`src/rtl/bf16_pkg.sv`:
```
// Shared constants and types for the bfloat16 tanh LUT loader.
package bf16_pkg;
  localparam int BF16_W         = 16;
  localparam int LUT_AW         = 5;
  localparam int ENTRY_SIZE_DEF = 32;
  localparam int FIFO_DEPTH_DEF = 4;

  typedef enum logic [1:0] {
    ST_IDLE  = 2'd0,
    ST_LOAD  = 2'd1,
    ST_DRAIN = 2'd2,
    ST_READY = 2'd3
  } state_t;

  typedef struct packed {
    logic [LUT_AW-1:0] addr;
    logic [BF16_W-1:0] data;
  } lut_entry_t;
endpackage

```
`src/rtl/bf16_lut_fifo.sv`:
```
// Small synchronous FIFO buffering LUT entries between the load stream and the
// LUT write port. Pointers carry one wrap bit to tell full from empty.
module bf16_lut_fifo #(
  parameter int W     = 21,
  parameter int DEPTH = 4
) (
  input  logic         i_clk,
  input  logic         i_rst,
  input  logic         i_clr,
  input  logic         i_push,
  input  logic [W-1:0] i_data,
  input  logic         i_pop,
  output logic [W-1:0] o_data,
  output logic         o_full,
  output logic         o_empty
);
  localparam int AW = $clog2(DEPTH);

  logic [W-1:0] r_mem [DEPTH];
  logic [AW:0]  r_wp;
  logic [AW:0]  r_rp;
  logic         w_do_pop;
  logic         w_do_push;

  assign o_empty   = (r_wp == r_rp);
  assign o_full    = (r_wp[AW] != r_rp[AW]) && (r_wp[AW-1:0] == r_rp[AW-1:0]);
  assign w_do_pop  = i_pop && !o_empty;
  // A push on a full FIFO is legal only when the same cycle frees a slot.
  assign w_do_push = i_push && (!o_full || w_do_pop);
  assign o_data    = r_mem[r_rp[AW-1:0]];

  always_ff @(posedge i_clk) begin
    if (i_rst || i_clr) begin
      r_wp <= '0;
      r_rp <= '0;
    end else begin
      if (w_do_push) r_wp <= r_wp + 1'b1;
      if (w_do_pop)  r_rp <= r_rp + 1'b1;
    end
  end

  always_ff @(posedge i_clk) begin
    if (w_do_push) r_mem[r_wp[AW-1:0]] <= i_data;
  end
endmodule

```
`src/rtl/bfloat16_lut_loader.sv`:
```
// Streams ENTRY_SIZE LUT entries into bfloat16_tanh, then forwards samples.
// Define BF16_LUT_COVER_EN to flag loads that leave LUT addresses unwritten.
module bfloat16_lut_loader
  import bf16_pkg::*;
#(
  parameter int ENTRY_SIZE = ENTRY_SIZE_DEF,
  parameter int FIFO_DEPTH = FIFO_DEPTH_DEF
) (
  input  logic              clk,
  input  logic              rst_x,
  input  logic              start,
  input  logic              s_valid,
  output logic              s_ready,
  input  logic [LUT_AW-1:0] s_addr,
  input  logic [BF16_W-1:0] s_data,
  input  logic              hold,
  output logic              in_load_enable,
  output logic [LUT_AW-1:0] in_load_addr,
  output logic [BF16_W-1:0] in_load_data,
  input  logic              x_valid,
  output logic              x_ready,
  input  logic [BF16_W-1:0] x_data,
  output logic [BF16_W-1:0] input_x,
  output logic              input_x_valid,
  output logic              load_done,
  output logic              load_err,
  output state_t            dbg_state
);
  // Both streams use valid/ready: a transfer happens on a rising edge where
  // valid and ready are both high; ready never depends on valid.
  localparam int ENT_W = $bits(lut_entry_t);
  localparam int CW    = $clog2(ENTRY_SIZE + 1);
  localparam logic [CW-1:0] LAST = CW'(ENTRY_SIZE - 1);

  state_t           r_state;
  state_t           w_next;
  logic [CW-1:0]    r_count;
  logic             w_accept;
  logic             w_restart;
  logic             w_pop;
  logic             w_full;
  logic             w_empty;
  logic [ENT_W-1:0] w_head;
  lut_entry_t       r_stg;
  logic             r_stg_vld;
  logic             w_drain_done;
  logic             w_err;

  assign w_accept     = s_valid && s_ready;
  assign w_restart    = start && ((r_state == ST_IDLE) || (r_state == ST_READY));
  assign w_pop        = !w_empty && !hold;
  assign w_drain_done = w_empty && (!r_stg_vld || !hold);
  assign dbg_state    = r_state;

  bf16_lut_fifo #(.W(ENT_W), .DEPTH(FIFO_DEPTH)) u_fifo (
    .i_clk   (clk),
    .i_rst   (rst_x),
    .i_clr   (w_restart),
    .i_push  (w_accept),
    .i_data  ({s_addr, s_data}),
    .i_pop   (w_pop),
    .o_data  (w_head),
    .o_full  (w_full),
    .o_empty (w_empty)
  );

  always_ff @(posedge clk) begin
    if (rst_x) r_state <= ST_IDLE;
    else       r_state <= w_next;
  end

  always_comb begin
    w_next = r_state;
    case (r_state)
      ST_IDLE:  if (start) w_next = ST_LOAD;
      ST_LOAD:  if (w_accept && (r_count == LAST)) w_next = ST_DRAIN;
      ST_DRAIN: if (w_drain_done) w_next = w_err ? ST_IDLE : ST_READY;
      ST_READY: if (start) w_next = ST_LOAD;
      default:  w_next = ST_IDLE;
    endcase
  end

  always_comb begin
    s_ready   = (r_state == ST_LOAD) && !w_full;
    x_ready   = (r_state == ST_READY);
    load_done = (r_state == ST_READY);
  end

  always_ff @(posedge clk) begin
    if (rst_x || w_restart) r_count <= '0;
    else if (w_accept)      r_count <= r_count + 1'b1;
  end

  // One register stage after the FIFO read gives the two-edge entry latency.
  always_ff @(posedge clk) begin
    if (rst_x || w_restart) begin
      r_stg_vld <= 1'b0;
      r_stg     <= '0;
    end else if (!hold) begin
      r_stg_vld <= w_pop;
      if (w_pop) r_stg <= lut_entry_t'(w_head);
    end
  end

  always_ff @(posedge clk) begin
    if (rst_x) begin
      in_load_enable <= 1'b0;
      in_load_addr   <= '0;
      in_load_data   <= '0;
    end else begin
      in_load_enable <= r_stg_vld && !hold;
      if (r_stg_vld && !hold) begin
        in_load_addr <= r_stg.addr;
        in_load_data <= r_stg.data;
      end
    end
  end

  always_ff @(posedge clk) begin
    if (rst_x) begin
      input_x       <= '0;
      input_x_valid <= 1'b0;
    end else begin
      input_x_valid <= x_valid && x_ready;
      if (x_valid && x_ready) input_x <= x_data;
    end
  end

`ifdef BF16_LUT_COVER_EN
  logic [ENTRY_SIZE-1:0] r_mask;
  logic [ENTRY_SIZE-1:0] w_mask_next;
  logic                  r_err;

  assign w_mask_next = r_mask | (ENTRY_SIZE'(1) << s_addr);

  always_ff @(posedge clk) begin
    if (rst_x || w_restart) begin
      r_mask <= '0;
      r_err  <= 1'b0;
    end else if (w_accept) begin
      r_mask <= w_mask_next;
      if ((r_count == LAST) && !(&w_mask_next)) r_err <= 1'b1;
    end
  end

  assign w_err = r_err;
`else
  assign w_err = 1'b0;
`endif

  assign load_err = w_err;
endmodule

```
`config.mk`:
```
export PLATFORM = sky130hd
export DESIGN_NAME = bfloat16_lut_loader
export DESIGN_NICKNAME = d
export VERILOG_FILES = /design/src/rtl/bf16_pkg.sv /design/src/rtl/bf16_lut_fifo.sv /design/src/rtl/bfloat16_lut_loader.sv
export SDC_FILE = /design/constraint.sdc
export NUM_CORES = 1
export LEC_CHECK = 0
export CORE_ASPECT_RATIO = 1.2
export CORE_MARGIN = 1.5
export CORE_UTILIZATION = 59
export CTS_CLUSTER_SIZE = 40
export DETAILED_ROUTE_END_ITERATION = 7
export DONT_BUFFER_PORTS = 1
export GPL_ROUTABILITY_DRIVEN = 0
export PLACE_DENSITY = 0.76
export SETUP_SLACK_MARGIN = 0.1
export SLEW_MARGIN = 15
export SYNTH_ARGS = -nofsm -noshare
export SYNTH_HDL_FRONTEND = slang
export SYNTH_SLANG_ARGS = --single-unit
```
`constraint.sdc`:
```
create_clock -name clk -period 3.25 [get_ports clk]
set_input_delay 0.1625 -clock clk [delete_from_list [all_inputs] [get_ports clk]]
set_output_delay 0.1625 -clock clk [all_outputs]
set_load 0.01 [all_outputs]
```
* Yosys cells after proc, flatten, opt, wreduce, memory -nomap -nowiden *
Memory sizes are Yosys's and may differ from the RTL's. A register that Yosys moved wholly into a read port is not among the register bits.
Index checks and enable logic that the tools add are counted.

word-level totals
  bits in registers = 54
  bits in latches = 0
  bits in writable memories = 84
  memory bits (read-only) = 0
  output and inout bits = 45
  memories = 1

memory list
  name          depth  width  rd ports  clocked after memory_dff  wr ports  RTL line             text
  u_fifo.r_mem  4      21     1         1                         1         bf16_lut_fifo.sv:19  logic [W-1:0] r_mem [DEPTH];

operators by class
  $add $sub $neg = 3
  multipliers = 0
  divide/modulo/power cells = 0
  order comparisons = 0
  eq/ne operators = 10
  shifts and indexed selects = 0
  mux-type cells = 6
  bitwise operators = 1
  reduce and logical (&&, ||, !) cells = 23

operators with widths
  kind                                                   number
  logical AND 1 bit                                      11
  adder 3 x 1 -> 3 bit, second input constant            2
  adder 6 x 1 -> 6 bit, second input constant            1
  equality test 6 x 5 -> 1 bit, second input constant    1
  2-to-1 mux 2 bit                                       3
  case mux 2 bit (3 select lines)                        1
  equality test 2 bit, second input constant             2
  logical NOT 1 bit                                      4
  logical OR 1 bit                                       4
  inequality test 2 bit, second input constant           2
  equality test 3 bit                                    1
  AND reduction 3 bit                                    1
  equality test 2 x 1 -> 1 bit, second input constant    1
  equality test 2 bit                                    1
  logical NOT 2 bit                                      1
  2-to-1 mux 1 bit                                       2
  inequality test 2 x 1 -> 1 bit, second input constant  1
  AND reduction 2 bit                                    1
  OR reduction 2 bit                                     1
  inequality test 1 bit                                  1
  inverter 1 bit                                         1

* Depth between registers and ports, before layout *
Gate-level depths: netlist of the first run.

  word-level depth = 8
  mapped depth = 7

* Hierarchy *
A second synthesis of the first run with hierarchy kept.

unflattened totals
  cells, all modules = 481
  area total of the unflattened synthesis = 6,067.1 sq um

by module, submodules not included
  module               instances  cells each  area an instance (sq um)
  bf16_lut_fifo        1          164         3,502.1
  bfloat16_lut_loader  1          317         2,565.0

* Least setup slack after synthesis of the first run *
OpenSTA, ideal clock, no wires.

  path kind = register to register
  start point = register r_state[0] (netlist: dbg_state[0])
  end point = memory u_fifo.r_mem[3][0], enable pin
  library setup time = 0.415 ns
  data arrival time = 1.929 ns
  data required time = 2.835 ns
  setup slack = 0.905 ns
  cell stages (with the launch flop) = 4
  path buffers = 0
  clock period less this slack = 2.345 ns
  cells stage by stage = dfxtp_1 ha_1 nand3_1 a31oi_1

on the way
  longest elaborated chain between the ends = 6

RTL lines
  item                                    RTL line                   text
  from (decl)                             bfloat16_lut_loader.sv:35  state_t r_state;
  from (signal assigned)                  bfloat16_lut_loader.sv:69  else r_state <= w_next;
  equality test 2 x 1 -> 1 bit            bfloat16_lut_loader.sv:84  s_ready = (r_state == ST_LOAD) && !w_full;
  logical AND 1 bit                       bfloat16_lut_loader.sv:84
  logical AND 1 bit                       bfloat16_lut_loader.sv:49  assign w_accept = s_valid && s_ready;
  logical AND 1 bit                       bf16_lut_fifo.sv:29        assign w_do_push = i_push && (!o_full || w_do_pop);
  2-to-1 mux 1 bit                        bf16_lut_fifo.sv:43        if (w_do_push) r_mem[r_wp[AW-1:0]] <= i_data;
  2-to-1 mux 1 bit (implied by the code)  bf16_lut_fifo.sv:43
  to (decl)                               bf16_lut_fifo.sv:19

Every way passes these cells.

* Worst setup path after layout of the first run *
  start point = register r_state[0] (netlist: dbg_state[0])
  end point = memory u_fifo.r_mem[0][9], enable pin

on the way
  longest elaborated chain between the ends = 6

RTL lines
  item                                    RTL line                   text
  equality test 2 x 1 -> 1 bit            bfloat16_lut_loader.sv:84
  logical AND 1 bit                       bfloat16_lut_loader.sv:84
  via s_ready                             bfloat16_lut_loader.sv:13  output logic s_ready,
  logical AND 1 bit                       bfloat16_lut_loader.sv:49
  logical AND 1 bit                       bf16_lut_fifo.sv:29
  2-to-1 mux 1 bit                        bf16_lut_fifo.sv:43
  2-to-1 mux 1 bit (implied by the code)  bf16_lut_fifo.sv:43

The timed path passes the listed nets, and every way through them passes these cells.

==> impl_metrics.csv, run 1 <==
group,metric,value,unit
global_routing,antenna_found_initial,0,
worst_setup_path,critPathMaxStageDelay,0.96,ns
floorplanning,start_util,0.613,
synth,synth_commonest_cells,"122 x nand2_1, 84 x edfxtp_1, 75 x dfxtp_1, 66 x a21oi_1",
power,pwr_density_cell,656,mW/mm2
layout,final_nets,554,
power,swShare,0.244,
worst_setup_path,endpoint,"u_fifo.r_mem[0][9]",
synth,ys_seq_elements,159,
worst_setup_path,crit_type,"reg2reg",
timing,slew_headroom,0.288,
drt,drt_iter0_markers,154,
floorplanning,die_area,0.0107,mm2
placed_design,hpwl,6660,um
drt,viasPerCell,5.60,
synth,syn_inst,467,
synth,yosys.area.top_type,"edfxtp_1",
power,p_comb_frac,0.094,
layout,syn_to_final_growth,17.7,%
floorplanning,fp.dieH,113,um
layout,diodes,0,
worst_setup_path,critPathCaptureType,"flop",
worst_setup_path,rrSetupSlack,0.62,ns
synth,yosys_warnings,0,
clock_tree,tritoncts,"yes",
power,seqPwrFrac,0.495,
floorplanning,io-pin-count,88,
run_status,status,"completed",
drt,vias,3575,
worst_setup_path,r2r_cells,4,
synth,synth_area_per_cell,12.7,um2
worst_setup_path,worstPathBufferInverterCount,1,
worst_setup_path,r2r-start,"dbg_state[0]",
layout,multiInputGateArea,0.00175,mm2
clock_tree,root_buffer,"clkbuf_16",
synth,synth_top_area_frac,0.426,
power,peakVddDrop,547,uV
timing,fin_hold_ws,0.0240,ns
hold_path,whs_path_depth,2,
synth,ys_seq_area_frac,0.679,
synth,synth_edf_count,84,
drt,drcViolationCount,0,
global_routing,grt_pass1_wl,17100,um
clock_tree,h-tree-depth,4,
worst_setup_path,cp.depth,4,
clock_tree,clock_sinks,159,
synth,synth.distinct_cells,35,
placed_design,pre_cts_ws,0.494,ns
timing,worst_slack,0.623,ns
timing,worst_pin_slew,1.07,ns
floorplanning,core_area,0.00966,mm2
synth,netlist_area,0.00592,mm2
hold_path,hp-class,"in2reg",
clock_tree,cts.clk_slew.worst_paths,0.06,ns
floorplanning,placementRows,39,
timing,skew,0.00643,ns
synth,ys.flop_type,"edfxtp_1",
drt,wl_per_cell,17.1,um
floorplanning,die_x,94.5,um
layout,drive_above_1_share,0.118,
clock_tree,numCtsBuffers,17,
global_routing,first_global_vias,3544,
clock_tree,clk_latency,0.42,ns
worst_setup_path,worstPathMaxFanout,21,
synth,async_reset_ff_frac,0,
worst_setup_path,worstSetupStartpointType,"flop",
global_routing,grt_overflow,0,
worst_setup_path,slowest_stage,"and3_1",
drt,routed_wl,10900,um
power,p_leak,2.26,nW
layout,nFillCells,610,
timing,hold_viol,0,
global_routing,grt_max_degree,43,
timing,tns,0,ns
synth,syn_nets,519,
clock_tree,cts.path.max_buffers,2,
power,power.net_switching,0.00111,W
timing,rsz0062_at_grt,"no",
timing,period_needed,2.63,ns
worst_setup_path,critical-path-top-delay-family,"simple AND/OR/NAND/NOR gates",
power,p_int,0.00345,W
timing,setup_viol,0,
layout,register_area,0.00402,mm2
worst_setup_path,crit_path_cell_trace,"ha_1 -> inv_1 -> a31oi_1 -> and3_1",
drt,ant_nets,0,
power,p_clk_frac,0.411,
timing,finalMaxSlewViolations,0,
drt,first_pass_iters,4,
synth,synth_area_leaders,"edfxtp_1 43%, dfxtp_1 25%, mux4_2 8.0%, nand2_1 7.7%, a21oi_1 5.6%",
worst_setup_path,r2r_end,"u_fifo.r_mem[0][9]",
timing,max_freq,381,MHz
job,cap_violations,0,
global_routing,grt_util_all_layers,0.219,
worst_setup_path,required,3.29,ns
layout,final_core_util,0.721,
worst_setup_path,cp.arrival,2.67,ns
synth,synth.most_common_cell,"nand2_1",
clock_tree,post_cts_buffers,0,
worst_setup_path,startpoint,"dbg_state[0]",
placed_design,port_buffers,0,
timing,timing.final.crit_share,0.808,
[worst min-delay path by stage]
stage	startpoint	endpoint
2_1_floorplan	s_data[0]	u_fifo.r_mem[0][0]
3_3_place_gp	rst_x	in_load_data[12]
3_5_place_dp	rst_x	in_load_data[12]
4_1_cts	rst_x	in_load_addr[4]
5_1_grt	rst_x	in_load_data[10]
6_report	rst_x	input_x[13]
[metal layers]
metal	up-vias	part of all wire	GRT usage
li1	1733	-	-
met1	1700	0.42	0.262
met2	125	0.49	0.363
met3	17	0.075	0.0766
met4	0	0.016	0.0836
met5	-	0	0
[placed cells by master, fill, tap and decap left out, types with 2 or more instances in the layout]
cell type | synthesis | routed
nand2_1 | 122 | 122
edfxtp_1 | 84 | 84
dfxtp_1 | 75 | 75
a21oi_1 | 66 | 66
dlygate4sd3_1 | 0 | 38
mux4_2 | 21 | 21
clkbuf_16 | 0 | 17
inv_1 | 10 | 10
ha_1 | 9 | 9
nor2_1 | 8 | 8
inv_6 | 0 | 6
xnor2_1 | 5 | 5
o31ai_1 | 5 | 5
buf_4 | 2 | 4
and3_1 | 3 | 3
or3_1 | 3 | 3
or4_1 | 3 | 3
clkinvlp_4 | 0 | 3
xor2_1 | 2 | 2
nand3_1 | 2 | 2
a31oi_2 | 0 | 2
a311o_1 | 2 | 2
mux2i_1 | 2 | 2
nor2b_1 | 2 | 2
o21ai_1 | 2 | 2
clkbuf_1 | 21 | 2
clkinv_2 | 0 | 2
[cells by family (layout without fill, tap and decap cells)]
kind of cell / Yosys count / in the layout / share of synthesized area
AO/OA/AOI/OAI: 83 / 83 / 0.0777
XOR/XNOR: 8 / 8 / 0.0131
adder cells (fa/ha/maj): 9 / 9 / 0.0190
buffers and inverters: 38 / 86 / 0.0272
flip-flops: 159 / 159 / 0.679
multiplexers: 23 / 23 / 0.0832
other: 1 / 1 / 0.000633
AND/OR/NAND/NOR: 146 / 146 / 0.0997
[state kept, by name, summed over array words and instances (netlist names)]
signal and cells:
u_fifo.r_mem 84, r_stg 21, in_load_data 16, input_x 16
r_count 6, in_load_addr 5, u_fifo.r_rp 3, u_fifo.r_wp 3
dbg_state 2, in_load_enable 1, input_x_valid 1, r_stg_vld 1
[what timing repair did]
action                                 4_1_cts  5_1_grt
endpoints found under the hold margin      126        0
resized for setup                            0        0
hold buffers                                39        0
[cell type report]
class,instances,area share
clock buffers,19,0.0621
multi-input cells,270,0.251
repair buffers,44,0.0639
well taps,123,0.0221
flip-flops and latches,159,0.577
clock inverters,13,0.0181
inverters,10,0.00539
[power by group through the flow]
stage               clock network [W]  logic [W]  registers [W]
finish                        0.00188   0.000429        0.00226
global route                  0.00198   0.000479        0.00227
CTS                           0.00190   0.000429        0.00226
detailed placement                  0   0.000370        0.00231
global placement                    0   0.000354        0.00230
floorplan                           0   0.000315        0.00229
[stage by stage]
stage               total power (W)  std cells  instance area (um2)
floorplan                   0.00261        467                 5920
global route                0.00474        638                 6970
finish                      0.00457        638                 6970
detailed placement          0.00268        566                 6000
CTS                         0.00460        637                 6960
global placement            0.00266        566                 6000
Note: power is estimated with default switching activity, not from simulation.
==> run 2, diff against run 1 <==
Settings changed: CORE_UTILIZATION 59 to 56, PLACE_DENSITY 0.76 to 0.75.
Clock period 3.25 ns to 2.17 ns, I/O delays scaled along.
==> impl_metrics.csv, run 2 (same netlist as run 1, synthesis figures left out) <==
group,metric,value,unit
clock_tree,cts_hold_buf,40,
timing,timing.final.crit_share,0.877,
layout,mostFrequentLayoutCells,"122 x nand2_1, 84 x edfxtp_1, 75 x dfxtp_1, 66 x a21oi_1, 39 x dlygate4sd3_1",
hold_path,worstHoldEndpoint,"r_stg[17]",
power,pwr_density_cell,970,mW/mm2
worst_setup_path,r2r_cells,6,
worst_setup_path,critPathMaxStageDelay,0.53,ns
worst_setup_path,r2r-start,"dbg_state[1]",
job,cap_violations,0,
layout,final_nets,563,
worst_setup_path,cp.arrival,2.24,ns
timing,slew_headroom,0.353,
worst_setup_path,crit_path_cell_trace,"inv_1 -> ha_1 -> inv_1 -> a311o_1 -> or4_1 -> a21oi_1",
global_routing,grt_util_all_layers,0.208,
clock_tree,cts.path.max_buffers,2,
floorplanning,core_area,0.0102,mm2
timing,fin_hold_ws,0.0384,ns
worst_setup_path,slowest_stage,"or4_1",
hold_path,hp-class,"in2reg",
global_routing,first_global_vias,3767,
placed_design,pre_cts_ws,0.294,ns
drt,wl_per_cell,16.7,um
layout,syn_to_final_growth,19.7,%
timing,period_needed,1.90,ns
drt,drt_iter0_markers,178,
power,p_leak,2.32,nW
placed_design,port_buffers,0,
floorplanning,fp.dieH,116,um
power,peakVddDrop,612,uV
layout,diodes,0,
floorplanning,die_x,96.9,um
layout,nFillCells,674,
worst_setup_path,rrSetupSlack,0.27,ns
worst_setup_path,crit_type,"reg2reg",
global_routing,grt_max_degree,43,
floorplanning,placementRows,40,
worst_setup_path,critPathCaptureType,"flop",
timing,max_freq,525,MHz
clock_tree,h-tree-depth,4,
timing,worst_pin_slew,0.968,ns
hold_path,min-delay-start,"hold",
hold_path,whs_path_depth,3,
clock_tree,clock_sinks,159,
global_routing,grt_pass1_wl,18000,um
global_routing,antenna_found_initial,0,
drt,vias,3623,
drt,viasPerCell,5.57,
placed_design,hpwl,6590,um
drt,routed_wl,10900,um
worst_setup_path,worstPathBufferInverterCount,2,
timing,tns,0,ns
floorplanning,io-pin-count,88,
global_routing,grt_overflow,0,
floorplanning,start_util,0.583,
floorplanning,die_area,0.0112,mm2
drt,first_pass_iters,4,
worst_setup_path,r2r_end,"r_count[5]",
clock_tree,tritoncts,"yes",
worst_setup_path,cp.depth,6,
clock_tree,numCtsBuffers,17,
clock_tree,root_buffer,"clkbuf_16",
clock_tree,cts.clk_slew.worst_paths,0.06,ns
clock_tree,clk_latency,0.41,ns
layout,drive_above_1_share,0.134,
timing,worst_slack,0.266,ns
worst_setup_path,worstPathMaxFanout,5,
timing,setup_viol,0,
run_status,status,"completed",
clock_tree,cts_repair_resize_count,0,
layout,layout_commonest_cell,"nand2_1",
worst_setup_path,startpoint,"dbg_state[1]",
timing,skew,0.00908,ns
power,fin_total_pwr,0.00688,W
layout,final_core_util,0.698,
layout,largest_register_ffs,84,
worst_setup_path,required,2.51,ns
drt,ant_nets,0,
timing,hold_viol,0,
worst_setup_path,critical-path-top-delay-family,"simple AND/OR/NAND/NOR gates",
clock_tree,post_cts_buffers,0,
worst_setup_path,worst_path_most_repeated_cell,"inv_1",
drt,drcViolationCount,0,
timing,rsz0062_at_grt,"no",
worst_setup_path,worstSetupStartpointType,"flop",
timing,finalMaxSlewViolations,0,
[run 2: changes by cell type in the layout (fill, tap and decap cells not counted), sizes merged]
cell / previous run / this run
dlygate4sd3: 38 / 39
bufinv: 1 / 0
clkbuf: 19 / 18
clkinvlp: 3 / 2
inv: 17 / 18
clkinv: 2 / 4
buf: 6 / 14
[run 2: metrics by stage]
stage | cells | instance area (um2)
2_1_floorplan | 467 | 5930
3_3_place_gp | 578 | 6100
3_5_place_dp | 578 | 6100
4_1_cts | 650 | 7090
5_1_grt | 650 | 7090
6_report | 650 | 7090
[run 2: final cells by class]
cell class	instances	area, um2	area share
clock inverter	14	145	0.0205
sequential	159	4020	0.568
multi-input combinational	270	1750	0.247
timing repair buffer	53	546	0.0770
inverter	10	37.5	0.00529
clock buffer	18	429	0.0605
tap	126	158	0.0222
[run 2: worst max-delay path by stage]
stage,end,slack [ns]
2_1_floorplan,u_fifo.r_mem[1][0],0.10
3_3_place_gp,u_fifo.r_mem[2][10],0.36
3_5_place_dp,r_count[5],0.29
4_1_cts,r_count[5],0.27
5_1_grt,r_stg[2],0.10
6_report,r_count[5],0.27
[run 2: power by group]
part	internal [W]	switching, W
Clock	0.00153	0.00127
Sequential	0.00331	0.0000725
Combinational	0.000307	0.000396
Total	0.00514	0.00173
[run 2: metal layers]
metal	GRT usage	up-vias	part of all wire
li1	-	1746	-
met1	0.248	1715	0.42
met2	0.343	143	0.50
met3	0.0802	19	0.070
met4	0.0899	0	0.019
met5	0	-	0
[run 2: worst min-delay path, delay by kind of cell]
kind | cells | cell delay (ns)
AO/OA/AOI/OAI | 2 | 0.19
AND/OR/NAND/NOR | 1 | 0.10
==> run 3, diff against run 2 <==
--- a/config.mk
+++ b/config.mk
@@ -13,5 +13,5 @@
 export DONT_BUFFER_PORTS = 1
 export GPL_ROUTABILITY_DRIVEN = 0
-export PLACE_DENSITY = 0.75
+export PLACE_DENSITY_LB_ADDON = 0.12
 export SETUP_SLACK_MARGIN = 0.1
 export SLEW_MARGIN = 15
==> constraint.sdc (replaced) <==
create_clock -name clk -period 2.17 [get_ports clk]
set_input_delay 0.217 -clock clk [delete_from_list [all_inputs] [get_ports clk]]
set_output_delay 0.217 -clock clk [all_outputs]
set_load 0.01 [all_outputs]
==> impl_metrics.csv, run 3 (same netlist as run 1, synthesis figures left out) <==
group,metric,value,unit
worst_setup_path,cp.arrival,1.75,ns
layout,mostFrequentLayoutCells,"122 x nand2_1, 84 x edfxtp_1, 75 x dfxtp_1, 66 x a21oi_1, 38 x dlygate4sd3_1",
timing,timing.final.crit_share,0.907,
drt,drt_iter0_markers,146,
timing,finalMaxSlewViolations,0,
floorplanning,die_area,0.0112,mm2
global_routing,grt_max_degree,43,
layout,design_area,0.00708,mm2
layout,multiInputGateArea,0.00175,mm2
drt,vias,3519,
power,p_leak,2.31,nW
power,peakVddDrop,689,uV
clock_tree,cts.clk_slew.worst_paths,0.06,ns
drt,routed_wl,10600,um
drt,drcViolationCount,0,
layout,register_area,0.00402,mm2
placed_design,placed_area,0.00610,mm2
layout,diodes,0,
floorplanning,start_util,0.583,
clock_tree,root_buffer,"clkbuf_16",
worst_setup_path,required,1.95,ns
timing,setup_viol,0,
timing,tns,0,ns
global_routing,met1_usage,0.249,
worst_setup_path,worstPathMaxFanout,5,
timing,period_needed,1.97,ns
clock_tree,clock_sinks,159,
clock_tree,numCtsBuffers,17,
drt,wl_per_cell,16.3,um
layout,final_nets,562,
placed_design,port_buffers,0,
timing,max_freq,508,MHz
clock_tree,h-tree-depth,4,
floorplanning,placementRows,40,
floorplanning,io-pin-count,88,
timing,skew,0.00956,ns
run_status,status,"completed",
floorplanning,core_area,0.0102,mm2
hold_path,hp-class,"in2reg",
global_routing,grtUsageMet2,0.333,
global_routing,grt_pass1_wl,17200,um
worst_setup_path,critPathCaptureType,"output pin",
global_routing,grt-busiest-layer,"met2",
layout,nFillCells,726,
clock_tree,clk_latency,0.41,ns
global_routing,use_met3,0.0639,
global_routing,grt_util_all_layers,0.200,
global_routing,antenna_found_initial,0,
placed_design,hpwl,6430,um
global_routing,grt_overflow,0,
layout,syn_to_final_growth,19.5,%
power,fin_total_pwr,0.00690,W
timing,fin_hold_ws,0.0906,ns
placed_design,pre_cts_ws,0.269,ns
timing,rsz0062_at_grt,"no",
worst_setup_path,crit_type,"reg2out",
clock_tree,tritoncts,"yes",
drt,ant_nets,0,
timing,worst_pin_slew,0.744,ns
clock_tree,post_cts_buffers,0,
drt,viasPerCell,5.42,
global_routing,first_global_vias,3521,
timing,hold_viol,0,
job,cap_violations,0,
floorplanning,die_x,96.9,um
power,pwr_density_cell,974,mW/mm2
timing,worst_slack,0.202,ns
drt,first_pass_iters,4,
timing,slew_headroom,0.504,
layout,layout_commonest_cell,"nand2_1",
floorplanning,fp.dieH,116,um
layout,largest_register_ffs,84,
worst_setup_path,worstSetupStartpointType,"flop",
clock_tree,cts.path.max_buffers,2,
layout,drive_above_1_share,0.126,
run 3: cell count changes in the layout (fill, tap and decap cells not counted), moves of 2 or more:
cell	change
bufinv_16	+2
clkbuf_1	+2
clkinv_1	+2
clkinv_4	+3
clkinv_8	-2
inv_6	-2
inv_8	-4
run 3: what timing repair did:
| action | 4_1_cts | 5_1_grt |
|---|---|---|
| gates resized for setup | 0 | 0 |
| hold buffers | 39 | 0 |
| endpoints found under the hold margin | 126 | 0 |
run 3: metal layers:
layer | part of all wire | wire, um
met1 | 0.45 | 4730
met2 | 0.49 | 5140
met3 | 0.055 | 583
met4 | 0.011 | 113
met5 | 0 | 0
run 3: worst max-delay path, cell delays in order (launching register included):
cell     delay, ns
dfxtp_1       0.45
ha_1          0.29
inv_1         0.08
a31oi_1       0.31
buf_4         0.20
run 3: path summary, 6_finish.rpt:
kind                      from  cells after the start  slack [ns]                to
hold / removal           rst_x                      2        0.09       input_x[10]
setup reg to reg  dbg_state[0]                      5        0.23        r_count[5]
hold reg to reg      r_stg[10]                      2        0.45  in_load_data[10]
setup / recovery  dbg_state[0]                      4        0.20           s_ready
run 3: power breakdown:
part | total (W) | internal [W] | switching [W] | leakage [nW]
registers | 0.00339 | 0.00331 | 0.0000808 | 1.36
logic | 0.000688 | 0.000301 | 0.000387 | 0.676
clock network | 0.00282 | 0.00170 | 0.00112 | 0.274
total | 0.00690 | 0.00531 | 0.00159 | 2.31
run 3: final cells by class:
| class | instances | area share |
|---|---|---|
| clock buffer | 20 | 0.0617 |
| inverter | 10 | 0.00530 |
| tap | 126 | 0.0223 |
| timing repair buffer | 52 | 0.0757 |
| clock inverter | 12 | 0.0193 |
| multi-input combinational | 270 | 0.247 |
| sequential | 159 | 0.568 |
run 3: per-stage QoR:
stage               utilization  std cells
floorplan                     -        467
global placement          0.601        578
detailed placement        0.601        578
CTS                       0.697        649
global route              0.697        649
finish                    0.697        649
